===== src/rtl/pong_pkg.sv =====
// rtl/pong_pkg.sv - shared geometry, derived constants and game state encoding
package pong_pkg;

  localparam int SCREEN_W     = 640;
  localparam int SCREEN_H     = 480;
  localparam int BALL_SIZE    = 10;
  localparam int PADDLE_W     = 10;
  localparam int PADDLE_H     = 60;
  localparam int PADDLEL_X    = 3;
  localparam int PADDLER_X    = 630;
  localparam int PADDLE_STEP  = 4;
  localparam int BALL_SPEED   = 2;
  localparam int WIN_SCORE    = 7;
  localparam int SERVE_FRAMES = 60;

  // Ball rest position (centre of the field, top-left corner of the ball)
  localparam logic [9:0] BALL_X0 = 10'((SCREEN_W - BALL_SIZE) / 2);
  localparam logic [9:0] BALL_Y0 = 10'((SCREEN_H - BALL_SIZE) / 2);
  localparam logic [9:0] PADDLE_Y0 = 10'((SCREEN_H - PADDLE_H) / 2);

  localparam logic [9:0] PADDLE_STEP_V = 10'(PADDLE_STEP);
  localparam logic [9:0] PADDLE_Y_MAX  = 10'(SCREEN_H - PADDLE_H);

  // Ball motion is evaluated in 11-bit signed so that steps past 0 stay negative
  localparam logic signed [10:0] BALL_STEP   = 11'(BALL_SPEED);
  localparam logic signed [10:0] BALL_Y_MAX  = 11'(SCREEN_H - BALL_SIZE);
  localparam logic signed [10:0] LEFT_HIT_X  = 11'(PADDLEL_X + PADDLE_W);
  localparam logic signed [10:0] RIGHT_HIT_X = 11'(PADDLER_X - BALL_SIZE);
  localparam logic signed [10:0] MISS_R_X    = 11'(PADDLER_X);

  localparam logic [10:0] BALL_SIZE_W = 11'(BALL_SIZE);
  localparam logic [10:0] PADDLE_H_W  = 11'(PADDLE_H);

  localparam logic [2:0] WIN_SCORE_V = 3'(WIN_SCORE);
  localparam logic [5:0] SERVE_LAST  = 6'(SERVE_FRAMES - 1);

  typedef enum logic [1:0] {
    ST_SERVE = 2'd0,
    ST_PLAY  = 2'd1,
    ST_OVER  = 2'd2
  } state_e;

endpackage


===== src/rtl/pong_game_engine_if.sv =====
// rtl/pong_game_engine_if.sv - game state bundle from engine to renderer
//   master: engine drives ball/paddle positions, scores and win flags
//   slave : renderer samples them
interface pong_game_engine_if;
  logic [9:0] ball_x;
  logic [9:0] ball_y;
  logic [9:0] paddleL_y;
  logic [9:0] paddleR_y;
  logic [2:0] scoreL;
  logic [2:0] scoreR;
  logic       game_over;
  logic       left_win;
  logic       right_win;

  modport master (
    output ball_x, ball_y, paddleL_y, paddleR_y, scoreL, scoreR,
           game_over, left_win, right_win
  );

  modport slave (
    input ball_x, ball_y, paddleL_y, paddleR_y, scoreL, scoreR,
          game_over, left_win, right_win
  );
endinterface


===== src/rtl/pong_paddle_ctrl.sv =====
// rtl/pong_paddle_ctrl.sv - paddle position register with step and clamp
//   clk, rst_n : clock, async active-low reset
//   en         : one-cycle update strobe (frame tick while not game over)
//   up, dn     : button levels; both or neither hold position
//   y          : paddle top edge, clamped to [0, SCREEN_H-PADDLE_H]
module pong_paddle_ctrl
  import pong_pkg::*;
(
  input  logic       clk,
  input  logic       rst_n,
  input  logic       en,
  input  logic       up,
  input  logic       dn,
  output logic [9:0] y
);

  logic [9:0] y_q, y_d;

  always_comb begin
    y_d = y_q;
    if (en && up && !dn) begin
      y_d = (y_q < PADDLE_STEP_V) ? 10'd0 : y_q - PADDLE_STEP_V;
    end else if (en && dn && !up) begin
      y_d = (y_q > PADDLE_Y_MAX - PADDLE_STEP_V) ? PADDLE_Y_MAX : y_q + PADDLE_STEP_V;
    end
  end

  always_ff @(posedge clk or negedge rst_n) begin
    if (!rst_n) y_q <= PADDLE_Y0;
    else        y_q <= y_d;
  end

  assign y = y_q;

endmodule


===== src/rtl/pong_game_engine.sv =====
// rtl/pong_game_engine.sv - per-frame pong game state: ball, paddles, scores, win flags
//   clk, rst_n        : clock, async active-low reset
//   frame_tick        : one-cycle pulse per frame; the only cycle state may change
//   btnL_*/btnR_*     : paddle button levels
//   restart           : starts a new match when sampled on a tick in game over
//   game (master)     : registered game state towards the renderer
module pong_game_engine
  import pong_pkg::*;
(
  input  logic clk,
  input  logic rst_n,
  input  logic frame_tick,
  input  logic btnL_up,
  input  logic btnL_dn,
  input  logic btnR_up,
  input  logic btnR_dn,
  input  logic restart,
  pong_game_engine_if.master game
);

  state_e     state_q, state_d;
  logic [5:0] serve_cnt_q, serve_cnt_d;
  logic [9:0] ball_x_q, ball_x_d, ball_y_q, ball_y_d;
  logic       dir_x_q, dir_x_d, dir_y_q, dir_y_d;  // 1 = moving towards larger coordinate
  logic [2:0] score_l_q, score_l_d, score_r_q, score_r_d;
  logic       game_over_q, game_over_d, left_win_q, left_win_d, right_win_q, right_win_d;

  logic       paddle_en;
  logic [9:0] paddle_l_y, paddle_r_y;

  assign paddle_en = frame_tick && (state_q != ST_OVER);

  pong_paddle_ctrl u_paddle_l (
    .clk(clk), .rst_n(rst_n), .en(paddle_en), .up(btnL_up), .dn(btnL_dn), .y(paddle_l_y)
  );

  pong_paddle_ctrl u_paddle_r (
    .clk(clk), .rst_n(rst_n), .en(paddle_en), .up(btnR_up), .dn(btnR_dn), .y(paddle_r_y)
  );

  logic signed [10:0] next_x, next_y;
  logic [10:0]        ball_y_w;
  logic               overlap_l, overlap_r, hit_l, hit_r;
  logic               point;

  assign next_x   = $signed({1'b0, ball_x_q}) + (dir_x_q ? BALL_STEP : -BALL_STEP);
  assign next_y   = $signed({1'b0, ball_y_q}) + (dir_y_q ? BALL_STEP : -BALL_STEP);
  assign ball_y_w = {1'b0, ball_y_q};

  // Overlap uses paddle positions from before this frame's paddle move
  assign overlap_l = (ball_y_w + BALL_SIZE_W > {1'b0, paddle_l_y}) &&
                     (ball_y_w < {1'b0, paddle_l_y} + PADDLE_H_W);
  assign overlap_r = (ball_y_w + BALL_SIZE_W > {1'b0, paddle_r_y}) &&
                     (ball_y_w < {1'b0, paddle_r_y} + PADDLE_H_W);
  assign hit_l = !dir_x_q && (next_x <= LEFT_HIT_X) && overlap_l;
  assign hit_r =  dir_x_q && (next_x >= RIGHT_HIT_X) && overlap_r;

  always_comb begin
    state_d     = state_q;
    serve_cnt_d = serve_cnt_q;
    ball_x_d    = ball_x_q;
    ball_y_d    = ball_y_q;
    dir_x_d     = dir_x_q;
    dir_y_d     = dir_y_q;
    score_l_d   = score_l_q;
    score_r_d   = score_r_q;
    game_over_d = game_over_q;
    left_win_d  = left_win_q;
    right_win_d = right_win_q;
    point       = 1'b0;

    if (frame_tick) begin
      case (state_q)
        ST_SERVE: begin
          if (serve_cnt_q == SERVE_LAST) state_d = ST_PLAY;
          else                           serve_cnt_d = serve_cnt_q + 6'd1;
        end

        ST_PLAY: begin
          if (next_y <= 11'sd0) begin
            ball_y_d = 10'd0;
            dir_y_d  = 1'b1;
          end else if (next_y >= BALL_Y_MAX) begin
            ball_y_d = BALL_Y_MAX[9:0];
            dir_y_d  = 1'b0;
          end else begin
            ball_y_d = next_y[9:0];
          end

          // Paddle hits are tested before misses so an edge-grazing return still counts
          if (hit_l) begin
            ball_x_d = LEFT_HIT_X[9:0];
            dir_x_d  = 1'b1;
          end else if (hit_r) begin
            ball_x_d = RIGHT_HIT_X[9:0];
            dir_x_d  = 1'b0;
          end else if (next_x <= 11'sd0) begin
            score_r_d = score_r_q + 3'd1;
            dir_x_d   = 1'b0;
            point     = 1'b1;
          end else if (next_x >= MISS_R_X) begin
            score_l_d = score_l_q + 3'd1;
            dir_x_d   = 1'b1;
            point     = 1'b1;
          end else begin
            ball_x_d = next_x[9:0];
          end

          if (point) begin
            ball_x_d    = BALL_X0;
            ball_y_d    = BALL_Y0;
            serve_cnt_d = 6'd0;
            if (score_l_d == WIN_SCORE_V || score_r_d == WIN_SCORE_V) begin
              state_d     = ST_OVER;
              game_over_d = 1'b1;
              left_win_d  = (score_l_d == WIN_SCORE_V);
              right_win_d = (score_r_d == WIN_SCORE_V);
            end else begin
              state_d = ST_SERVE;
            end
          end
        end

        ST_OVER: begin
          if (restart) begin
            state_d     = ST_SERVE;
            serve_cnt_d = 6'd0;
            ball_x_d    = BALL_X0;
            ball_y_d    = BALL_Y0;
            dir_x_d     = 1'b1;
            score_l_d   = 3'd0;
            score_r_d   = 3'd0;
            game_over_d = 1'b0;
            left_win_d  = 1'b0;
            right_win_d = 1'b0;
          end
        end

        default: state_d = ST_SERVE;
      endcase
    end
  end

  always_ff @(posedge clk or negedge rst_n) begin
    if (!rst_n) begin
      state_q     <= ST_SERVE;
      serve_cnt_q <= 6'd0;
      ball_x_q    <= BALL_X0;
      ball_y_q    <= BALL_Y0;
      dir_x_q     <= 1'b1;
      dir_y_q     <= 1'b1;
      score_l_q   <= 3'd0;
      score_r_q   <= 3'd0;
      game_over_q <= 1'b0;
      left_win_q  <= 1'b0;
      right_win_q <= 1'b0;
    end else begin
      state_q     <= state_d;
      serve_cnt_q <= serve_cnt_d;
      ball_x_q    <= ball_x_d;
      ball_y_q    <= ball_y_d;
      dir_x_q     <= dir_x_d;
      dir_y_q     <= dir_y_d;
      score_l_q   <= score_l_d;
      score_r_q   <= score_r_d;
      game_over_q <= game_over_d;
      left_win_q  <= left_win_d;
      right_win_q <= right_win_d;
    end
  end

  assign game.ball_x    = ball_x_q;
  assign game.ball_y    = ball_y_q;
  assign game.paddleL_y = paddle_l_y;
  assign game.paddleR_y = paddle_r_y;
  assign game.scoreL    = score_l_q;
  assign game.scoreR    = score_r_q;
  assign game.game_over = game_over_q;
  assign game.left_win  = left_win_q;
  assign game.right_win = right_win_q;

endmodule


===== src/flat_wrapper.sv =====
// flat-port wrapper written by rule: the top's interface ports become plain ports
module pong_game_engine_flat import pong_pkg::*;
  (clk, rst_n, frame_tick, btnL_up, btnL_dn, btnR_up, btnR_dn, restart, game_ball_x, game_ball_y, game_paddleL_y, game_paddleR_y, game_scoreL, game_scoreR, game_game_over, game_left_win, game_right_win);
  pong_game_engine_if game_i ();
  input  logic clk;
  input  logic rst_n;
  input  logic frame_tick;
  input  logic btnL_up;
  input  logic btnL_dn;
  input  logic btnR_up;
  input  logic btnR_dn;
  input  logic restart;
  output wire logic [$bits(game_i.ball_x)-1:0] game_ball_x;
  output wire logic [$bits(game_i.ball_y)-1:0] game_ball_y;
  output wire logic [$bits(game_i.paddleL_y)-1:0] game_paddleL_y;
  output wire logic [$bits(game_i.paddleR_y)-1:0] game_paddleR_y;
  output wire logic [$bits(game_i.scoreL)-1:0] game_scoreL;
  output wire logic [$bits(game_i.scoreR)-1:0] game_scoreR;
  output wire logic [$bits(game_i.game_over)-1:0] game_game_over;
  output wire logic [$bits(game_i.left_win)-1:0] game_left_win;
  output wire logic [$bits(game_i.right_win)-1:0] game_right_win;
  assign game_ball_x = game_i.ball_x;
  assign game_ball_y = game_i.ball_y;
  assign game_paddleL_y = game_i.paddleL_y;
  assign game_paddleR_y = game_i.paddleR_y;
  assign game_scoreL = game_i.scoreL;
  assign game_scoreR = game_i.scoreR;
  assign game_game_over = game_i.game_over;
  assign game_left_win = game_i.left_win;
  assign game_right_win = game_i.right_win;
  pong_game_engine u_core (.clk(clk), .rst_n(rst_n), .frame_tick(frame_tick), .btnL_up(btnL_up), .btnL_dn(btnL_dn), .btnR_up(btnR_up), .btnR_dn(btnR_dn), .restart(restart), .game(game_i));
endmodule

===== config.mk =====
export PLATFORM = sky130hd
export DESIGN_NAME = pong_game_engine_flat
export DESIGN_NICKNAME = d
export VERILOG_FILES = /design/src/rtl/pong_pkg.sv /design/src/rtl/pong_game_engine_if.sv /design/src/rtl/pong_paddle_ctrl.sv /design/src/rtl/pong_game_engine.sv /design/src/flat_wrapper.sv
export SDC_FILE = /design/constraint.sdc
export NUM_CORES = 1
export LEC_CHECK = 0
export CORE_UTILIZATION = 35
export DETAILED_ROUTE_END_ITERATION = 12
export HOLD_SLACK_MARGIN = 0.05
export SLEW_MARGIN = 5
export SYNTH_ARGS = -nofsm -noshare
export SYNTH_HDL_FRONTEND = slang
export SYNTH_SLANG_ARGS = --single-unit

===== constraint.sdc =====
create_clock -name clk -period 9.6 [get_ports clk]
set_input_delay 1.92 -clock clk [delete_from_list [all_inputs] [get_ports clk]]
set_output_delay 1.92 -clock clk [all_outputs]
set_load 0.02 [all_outputs]

# After elaboration in Yosys (flattened, before gate mapping)
# Cells that the tools add are included.
# W data, S select, Z words.
dict set report op_classes {
  reduce_logical 34
  n_addsub 12
  order_cmp 14
  n_mux 69
  n_eq_ne 14
}
# operator count
set ops {}
lappend ops {{$mux W10} 18}
lappend ops {{$pmux W10 S2} 2}
lappend ops {{$mux W3} 12}
lappend ops {{$add A10 B6 Y11 const B} 2}
lappend ops {{$add A11 B11 Y11} 2}
lappend ops {{$ge A11 B11 Y1 const B} 2}
lappend ops {{$gt A11 B10 Y1} 2}
lappend ops {{$le A11 B1 Y1 const B} 2}
lappend ops {{$lt A10 B11 Y1} 2}
lappend ops {{$mux W11} 2}
lappend ops {{$add A10 B3 Y10 const B} 2}
lappend ops {{$gt A10 B9 Y1 const B} 2}
lappend ops {{$lt A10 B3 Y1 const B} 2}
lappend ops {{$mux W1} 20}
lappend ops {{$sub A10 B3 Y10 const B} 2}
lappend ops {{$mux W6} 3}
lappend ops {{$pmux W6 S3} 1}
lappend ops {{$logic_and A1 B1 Y1} 15}
lappend ops {{$reduce_and A5 Y1} 3}
lappend ops {{$pmux W3 S2} 2}
lappend ops {{$add A10 B4 Y11 const B} 1}
lappend ops {{$ge A11 B10 Y1 const B} 1}
lappend ops {{$le A11 B5 Y1 const B} 1}
lappend ops {{$ne A5 B3 Y1 const B} 2}
lappend ops {{other kinds (19)} 40}
dict set report totals {
  reg_bits 59
  elab_cells 156
}

# Longest topological paths before layout
# Gate-level depths: netlist (run 1).
dict set report depth {
  word_depth 14
  depth_mapped 16
  ltp_nobuf 15
}

# By module
# A second synthesis (run 1) with hierarchy kept.
dict set report hier_totals {
  cells_unflattened 711
  hier_area_um2 6009.5
}
# mod area_per_inst_um2 instances cells_each
set modules_own_cells {}
lappend modules_own_cells {pong_game_engine 4465.5 1 533}
lappend modules_own_cells {pong_paddle_ctrl 772.0 2 89}

# Worst setup path after synthesis (run 1)
# OpenSTA, ideal clock, no wires.
dict set report synth_path {
  path_kind {reg2reg}
  startpoint {register u_core.u_paddle_r.y_q[2] (netlist: u_core.u_paddle_r.y[2])}
  endpoint {register u_core.serve_cnt_q[0]}
  synth_period_minus_slack_ns 4.309
  path_buffers 1
  path_stages_with_launch 17
  setup_ns 0.125
  required_time_ns 9.475
  t_arrival_ns 4.184
  path_slack_ns 5.291
  cell_sequence {dfrtp_1 > inv_1 > ha_1 > nor3b_1 > nor2_1 > xnor2_1 > ha_1 > a211o_1 > a21oi_1 > o21ai_0 > o2bb2ai_1 > a2111oi_4 > nand3_1 > a31oi_4 > or3_1 > buf_2 > mux2_4}
}
dict set report synth_via {
  elab_chain_len 10
  word_cells_on_any_way 11
  cone_classes {add/sub (1); order compare (2); eq/ne (1); mux (4); reduce/logical (3)}
}
# element line_no
set synth_lines {}
lappend synth_lines {{start: declaration} pong_paddle_ctrl.sv:17} ;# logic [9:0] y_q, y_d;
lappend synth_lines {{start signal: assignment} pong_paddle_ctrl.sv:30} ;# else y_q <= y_d;
lappend synth_lines {{$add A10 B6 Y11} pong_game_engine.sv:54} ;# (ball_y_w < {1'b0, paddle_r_y} + PADDLE_H_W);
lappend synth_lines {{$lt A10 B11 Y1} pong_game_engine.sv:54}
lappend synth_lines {{$logic_and A1 B1 Y1 *} pong_game_engine.sv:53} ;# assign overlap_r = (ball_y_w + BALL_SIZE_W > {1'b0, paddle_r_y}) &&
lappend synth_lines {{$logic_and A1 B1 Y1 *} pong_game_engine.sv:56} ;# assign hit_r = dir_x_q && (next_x >= RIGHT_HIT_X) && overlap_r;
lappend synth_lines {{$mux W1 *} pong_game_engine.sv:94} ;# end else if (hit_r) begin
lappend synth_lines {{$mux W1 *} pong_game_engine.sv:91} ;# if (hit_l) begin
lappend synth_lines {{$mux W1 *} pong_game_engine.sv:73} ;# case (state_q)
lappend synth_lines {{$mux W1 *} pong_game_engine.sv:72} ;# if (frame_tick) begin
lappend synth_lines {{$ne A2 B1 Y1 (no line) *} n/a}
lappend synth_lines {{$reduce_and A5 Y1 (no line) *} n/a}
lappend synth_lines {{end signal: assignment} pong_game_engine.sv:159} ;# serve_cnt_q <= serve_cnt_d;
lappend synth_lines {{end: declaration} pong_game_engine.sv:22} ;# logic [5:0] serve_cnt_q, serve_cnt_d;
# Every way passes the cells marked *; elsewhere a longest branch is shown, timed or not. The select of a mux whose other input is x is not followed.
# A chain may end at the register's enable or synchronous reset.

# Final worst setup path (run 1)
dict set report layout_path {
  startpoint {register u_core.u_paddle_r.y_q[2] (netlist: u_core.u_paddle_r.y[2])}
  endpoint {register u_core.ball_x_q[2] (netlist: u_core.game.ball_x[2])}
}
dict set report layout_via {
  elab_chain_len 10
  word_cells_on_any_way 16
  cone_classes {add/sub (1); order compare (2); eq/ne (2); mux (8); reduce/logical (3)}
}
# element line_no
set layout_lines {}
lappend layout_lines {{$add A10 B6 Y11} pong_game_engine.sv:54}
lappend layout_lines {{$lt A10 B11 Y1} pong_game_engine.sv:54}
lappend layout_lines {{$logic_and A1 B1 Y1 *} pong_game_engine.sv:53}
lappend layout_lines {{$logic_and A1 B1 Y1 *} pong_game_engine.sv:56}
lappend layout_lines {{$mux W1} pong_game_engine.sv:94}
lappend layout_lines {{$mux W1} pong_game_engine.sv:91}
lappend layout_lines {{$mux W1} pong_game_engine.sv:73}
lappend layout_lines {{$mux W1} pong_game_engine.sv:72}
lappend layout_lines {{$ne A5 B3 Y1 (no line) / $mux W10 (equally long branches)} n/a}
lappend layout_lines {{$reduce_and A5 Y1 (no line) / $pmux W10 S2 (equally long branches)} n/a}
lappend layout_lines {{end signal: assignment} pong_game_engine.sv:160} ;# ball_x_q <= ball_x_d;
lappend layout_lines {{end: declaration} pong_game_engine.sv:23} ;# logic [9:0] ball_x_q, ball_x_d, ball_y_q, ball_y_d;
# Marks and branches as above.

==> reports/metrics.yaml, run 1 <==
clock_tree:
  cts_root_buffer: "clkbuf_16"
  clk_path_buf_depth: 2
  clkTransAtPathRegs_ps: 60
  post_cts_buffers: 0
  cts_resized: 0
  cts_tree: "built"
  postCtsHoldBufs: 0
  clk_latency_ps: 350
  cts_buffers: 9
  clock-sinks: 57
  htreeDepth: 3
sta:
  rsz0062_at_grt: "no"
  hold-worst-slack_ps: 519.6
  fin_crit_ps: 5218
  fmax_ghz: 0.1917
  final_hold_viol_count: 0
  finalSetupViolations: 0
  slew_violations: 0
  slew_headroom_pct: 17.57
  setup_tns_ps: 0
  final.period_utilization_pct: 54.35
  tightest_slew_ps: 1231
  clock_skew_ps: 6.595
worst_setup_path:
  r2r-start: "u_core.u_paddle_r.y[2]"
  required_ps: 9870
  crit_slowest_cell: "a31oi_1"
  crit_chain: "inv_1, ha_1, nor3b_1, nor2_1, xnor2_1, ha_1, a211o_1, a21oi_1, o21ai_0, o2bb2ai_1, a2111oi_4, nand3_1, a31oi_1, o21ai_0, o21ai_0"
  arrival_ps: 5480
  path_buf_inv: 1
  critPathMaxStageDelay_ps: 1060
  crit_type: "register to register"
  end_kind: "register"
  r2r_cells: 15
  rrSetupSlack_ps: 4380
  cp_top_family: "compound AO/OA/AOI/OAI gates"
  r2r-end: "u_core.game.ball_x[2]"
  critPathMaxFanout: 14
  cp-startpoint: "u_core.u_paddle_r.y[2]"
  start_kind: "register"
  crit_top_cell: "o21ai_0"
pwr:
  seqPwrFrac_pct: 21.8
  power_density_mw_per_mm2: 342.3
  internal_power_w: 0.001204
  pwr-share-comb_pct: 62.8
  power_w: 0.002327
  ir_drop_mv: 0.1689
  switching_share_pct: 48.25
  p_clk_share_pct: 15.4
  switchingPower_w: 0.001123
  p_leak_nw: 2.867
worst_hold_path:
  min_from: "u_core.game.ball_x[3]"
  hp-class: "register to register"
  min_to: "u_core.game.ball_x[3]"
  whs_path_depth: 2
global_routing:
  grt.total_usage_pct: 20.78
  grt_max_degree: 58
  antenna_found_initial: 0
  grt_pass1_vias: 5491
  grt_pass1_wl_mm: 27.51
  overflow: 0
flow_run:
  cap_violations: 0
drt:
  drcViolationCount: 0
  first_iter_violations: 442
  firstDrtPassIters: 6
  routedWlPerCell_um: 17.44
  vias_per_cell: 5.800
  final_antenna_net_count: 0
  vias: 5574
  routed_wl_mm: 16.76
placement:
  gp_congestion: 0.8800
  dpl.hpwl_mm: 12.56
  io_buffers: 54
synthesis:
  synthArstFlopShare_pct: 100.0
  netlist-cell-type-count: 76
  synth_area_per_cell_sq_um: 8.261
  yosysSeqAreaShare_pct: 25.25
  ys_top_cells_by_area: "dfrtp_1 15%, ha_1 15%, dfstp_2 10%"
  synth_edf_count: 0
  synth_seq_cells: 57
  synth_area_sq_mm: 0.005758
  syn_inst: 697
  synth_common_cells: "69 x ha_1, 60 x nor2_1, 58 x a21oi_1"
  synth_top_area_share_pct: 15.21
  ys.warnings.count: 0
  synth_ff_type: "dfrtp_1"
  synth_top_area_cell: "dfrtp_1"
  synth.most_common_cell: "ha_1"
layout:
  syn_to_final_growth_pct: 18.06
  num-nets-final: 819
  drive_gt1_share_pct: 8.054
  antennaDiodeCount: 0
die:
  die_h_um: 130.3
  die-area_sq_mm: 0.01697
  start_util_pct: 35.99
  die_x_um: 130.3
  pin_count: 57
  row_count: 46
  core_area_sq_mm: 0.01600
outcome:
  outcome: "complete, no violations"
metal layers:
metal | up-vias | GRT usage [%] | wire, um
met5 | - | 0 | 0
met4 | 0 | 6.361 | 197
met3 | 19 | 4.428 | 923
met2 | 159 | 34.73 | 7835
met1 | 2706 | 26.68 | 7800
li1 | 2690 | - | -
how the worst max path moves through the flow:
stage	endpoint	slack (ps)	depth (start not counted)
after detailed placement	u_core.game.ball_x[2]	4460	15
after CTS	u_core.game.ball_x[2]	4440	15
final	u_core.game.ball_x[2]	4380	15
after global routing	u_core.game.ball_y[8]	3970	15
after floorplan	u_core.serve_cnt_q[0]	5290	16
after global placement	u_core.game.ball_x[2]	4720	15
power groups by stage:
| stage | clock network [W] | logic (W) | registers [W] |
|---|---|---|---|
| final | 0.000359 | 0.00146 | 0.000507 |
| after floorplan | 0 | 0.00102 | 0.000513 |
| after global routing | 0.000374 | 0.00164 | 0.000525 |
| after detailed placement | 0 | 0.00145 | 0.000506 |
| after global placement | 0 | 0.00141 | 0.000505 |
| after CTS | 0.000364 | 0.00146 | 0.000505 |
sequential cells by signal, indices dropped and copies added, names as in the netlist:
register               flops
u_core.game.left_win       1
u_core.u_paddle_l.y        9
u_core.game.ball_y        10
u_core.state_q             2
u_core.game.ball_x        10
u_core.game.game_over      1
u_core.serve_cnt_q         6
u_core.u_paddle_r.y        9
u_core.game.scoreL         3
u_core.game.scoreR         3
u_core.game.right_win      1
u_core.dir_y_q             1
u_core.dir_x_q             1
cell families (layout without fill, tap and decap cells):
logic type / after synthesis / in the layout / share of synthesized area, %
buffers and inverters: 73 / 120 / 5.041
AO/OA/AOI/OAI: 233 / 233 / 27.77
XOR/XNOR: 34 / 34 / 5.172
multiplexers: 6 / 6 / 1.217
AND/OR/NAND/NOR: 222 / 222 / 19.80
flip-flops: 57 / 57 / 25.25
adder cells (fa/ha/maj): 71 / 71 / 15.69
other: 1 / 2 / 0.06513
stage by stage:
| stage | setup WS (ps) | util [%] | cells | instance area, sq um |
|---|---|---|---|---|
| floorplan | 5291 | - | 698 | 5762 |
| global placement | 4724 | 40.48 | 945 | 6476 |
| detailed placement | 4458 | 40.48 | 945 | 6476 |
| CTS | 4436 | 42.49 | 961 | 6798 |
| global route | 3972 | 42.49 | 961 | 6798 |
| finish | 4382 | 42.49 | 961 | 6798 |
cell type report:
cell class                 count  area (sq um)
fill                        1613          9203
timing repair buffer          57         558.0
inverter                      47         176.4
clock inverter                 5         78.83
clock buffer                  11         242.7
sequential                    57          1454
tap                          216         270.3
multi-input combinational    568          4018
cell usage in the layout (no fill, tap or decap), types with 8 or more instances in the layout:
cell	netlist	routed
nand3_1	25	25
clkdlybuf4s50_1	0	53
and3_1	9	9
nand4_1	9	9
nor3_1	15	15
ha_1	69	69
o22ai_1	8	8
o21ai_0	50	50
o211ai_1	8	8
nor2_1	60	60
dfrtp_1	35	35
inv_1	47	47
a21o_1	12	12
dfstp_2	22	22
nand2b_1	12	12
or3_1	10	10
xnor2_1	29	29
a21oi_1	58	58
nand2_1	40	40
a31oi_1	17	17
clkbuf_16	0	9
tightest hold or removal path, stage by stage, from the launching register on:
cell,delay (ps)
dfstp_2,380
nor2_1,90
a31oi_1,40
Power figures use the tool's default switching activity.
==> run 2: changes to the inputs <==
clock period = 5.33 ns   (was 9.6 ns; I/O delays follow)
==> reports/metrics.yaml, run 2 (synthesized netlist as in run 1, its figures left out) <==
outcome:
  outcome: "complete, no violations"
layout:
  fin_util_pct: 42.37  # -0.12 points
  antennaDiodeCount: 0  # unchanged
  final_common_cell: "ha_1"
  syn_to_final_growth_pct: 17.73
  drive_gt1_share_pct: 8.678  # +0.62 points
  fin_cells: 965  # +0.42%
  final_cell_mix: "69 x ha_1, 60 x nor2_1, 58 x a21oi_1, 53 x clkdlybuf4s50_1, 50 x o21ai_0"
  num-nets-final: 823  # +0.49%
global_routing:
  overflow: 0  # unchanged
  grt_pass1_wl_mm: 26.40  # -4.0%
  antenna_found_initial: 0  # unchanged
  grt_pass1_vias: 5316  # -3.2%
  grt_max_degree: 58  # unchanged
  grt.total_usage_pct: 19.94  # -0.84 points
clock_tree:
  clock-sinks: 57  # unchanged
  cts_root_buffer: "clkbuf_16"
  clk_path_buf_depth: 2  # unchanged
  post_cts_buffers: 0  # unchanged
  clk_latency_ps: 340  # about the same
  cts_buffers: 9  # unchanged
  htreeDepth: 3  # unchanged
  cts_tree: "built"
  postCtsHoldBufs: 0  # unchanged
  clkTransAtPathRegs_ps: 60  # about the same
  cts_resized: 0  # unchanged
drt:
  vias: 5548  # -0.47%
  vias_per_cell: 5.749  # -0.88%
  met2_length_mm: 7.765  # -0.89%
  met3_length_um: 785  # -15%
  firstDrtPassIters: 5  # -1
  drcViolationCount: 0  # unchanged
  routed_wl_mm: 16.22  # -3.2%
  top_layer: "met4"
  first_iter_violations: 336  # -24%
  met1_length_mm: 7.403  # -5.1%
  final_antenna_net_count: 0  # unchanged
  routedWlPerCell_um: 16.81  # -3.6%
sta:
  fmax_ghz: 0.2046  # +6.7%
  fin_crit_ps: 4889  # -329.1 ps
  tightest_slew_ps: 876.9  # -353.9 ps
  slew_violations: 0  # unchanged
  final_hold_viol_count: 0  # unchanged
  hold-worst-slack_ps: 528.4  # +8.830 ps
  slew_headroom_pct: 41.00  # +23 points
  final.period_utilization_pct: 91.72  # +37 points
  fin_ws_ps: 441.5  # -3941 ps
  rsz0062_at_grt: "no"
  setup_tns_ps: 0  # unchanged
  finalSetupViolations: 0  # unchanged
  clock_skew_ps: 9.239  # +2.644 ps
pwr:
  p_leak_nw: 2.869  # about the same
  ir_drop_mv: 0.2554  # +51%
  power_density_mw_per_mm2: 599.0  # +75%
placement:
  dpl.hpwl_mm: 12.20  # -2.9%
  io_buffers: 54  # unchanged
  gp_congestion: 0.8948  # +1.7%
  preCtsSetupSlack_ps: 536.3  # -3921 ps
  placed_cells: 949  # +0.42%
worst_setup_path:
  path_buf_inv: 1  # unchanged
  rrSetupSlack_ps: 440  # -3940 ps
  required_ps: 5550  # -4320 ps
  cp.depth: 15  # unchanged
  start_kind: "register"
  crit_type: "register to register"
  r2r_cells: 15  # unchanged
  crit_chain: "inv_1, ha_1, nor3b_1, nor2_1, xnor2_1, ha_1, a211o_1, a21oi_1, o21ai_0, o2bb2ai_1, a2111oi_4, nand3_1, a31oi_4, or3_1, mux2_4"
  arrival_ps: 5110  # -370 ps
  crit_slowest_cell: "nor3b_1"
  critPathMaxFanout: 10  # -4
  cp_top_family: "compound AO/OA/AOI/OAI gates"
  r2r-end: "u_core.serve_cnt_q[1]"
  crit_path_end: "u_core.serve_cnt_q[1]"
  crit_top_cell: "ha_1"
  r2r-start: "u_core.u_paddle_r.y[2]"
  cp-startpoint: "u_core.u_paddle_r.y[2]"
  end_kind: "register"
  critPathMaxStageDelay_ps: 660  # -400 ps
die:
  start_util_pct: 35.99  # unchanged
  die_h_um: 130.3  # unchanged
  die-area_sq_mm: 0.01697  # unchanged
  die_x_um: 130.3  # unchanged
  pin_count: 57  # unchanged
  core_area_sq_mm: 0.01600  # unchanged
  row_count: 46  # unchanged
worst_hold_path:
  hp-class: "register to register"
flow_run:
  cap_violations: 0  # unchanged
==> run 2: cell types whose count changed in the layout (fill, tap and decap cells not counted) <==
cell,delta
clkbuf_1,-1
clkinv_2,+3
buf_4,+4
bufinv_16,-2
==> run 2: worst min path at each step <==
stage               slack, ps  cells past startpoint                   from               endpoint
global placement          520                      2  u_core.game.ball_x[3]  u_core.game.ball_x[3]
global route              550                      2  u_core.game.ball_x[3]  u_core.game.ball_x[3]
detailed placement        530                      2  u_core.game.ball_x[5]  u_core.game.ball_x[5]
CTS                       540                      2  u_core.game.ball_x[3]  u_core.game.ball_x[3]
finish                    530                      2  u_core.game.ball_x[3]  u_core.game.ball_x[3]
floorplan                 500                      2         u_core.dir_y_q         u_core.dir_y_q
==> run 2: layout make-up <==
class / instances / area, sq um
Clock buffer: 10 / 239.0
Clock inverter: 6 / 33.78
Fill cell: 1641 / 9221
Inverter: 47 / 176.4
Multi-Input combinational cell: 568 / 4018
Sequential cell: 57 / 1454
Tap cell: 216 / 270.3
Timing Repair Buffer: 61 / 588.1
==> run 2: tightest hold or removal path, cell delays in order, from the launching register on <==
cell and delay, ps:
dfstp_2 370, nor2_1 100, a31oi_1 50
==> run 2: report_power, final <==
part	leakage (nW)	switching (W)	internal, W
Combinational	2.06	0.00149	0.00113
Sequential	0.671	0.000287	0.000622
Clock	0.142	0.000215	0.000323
Total	2.87	0.00199	0.00207
==> run 2: through the flow <==
| step | area [sq um] | power, W |
|---|---|---|
| finish | 6779 | 0.004061 |
| global route | 6779 | 0.004445 |
| detailed placement | 6506 | 0.003508 |
| global placement | 6506 | 0.003455 |
| CTS | 6779 | 0.004076 |
| floorplan | 5762 | 0.002753 |
==> run 2: layer usage <==
layer / vias up / track usage [%]
li1: 2703 / -
met1: 2654 / 25.39
met2: 167 / 33.79
met3: 24 / 3.731
met4: 0 / 6.498
met5: - / 0
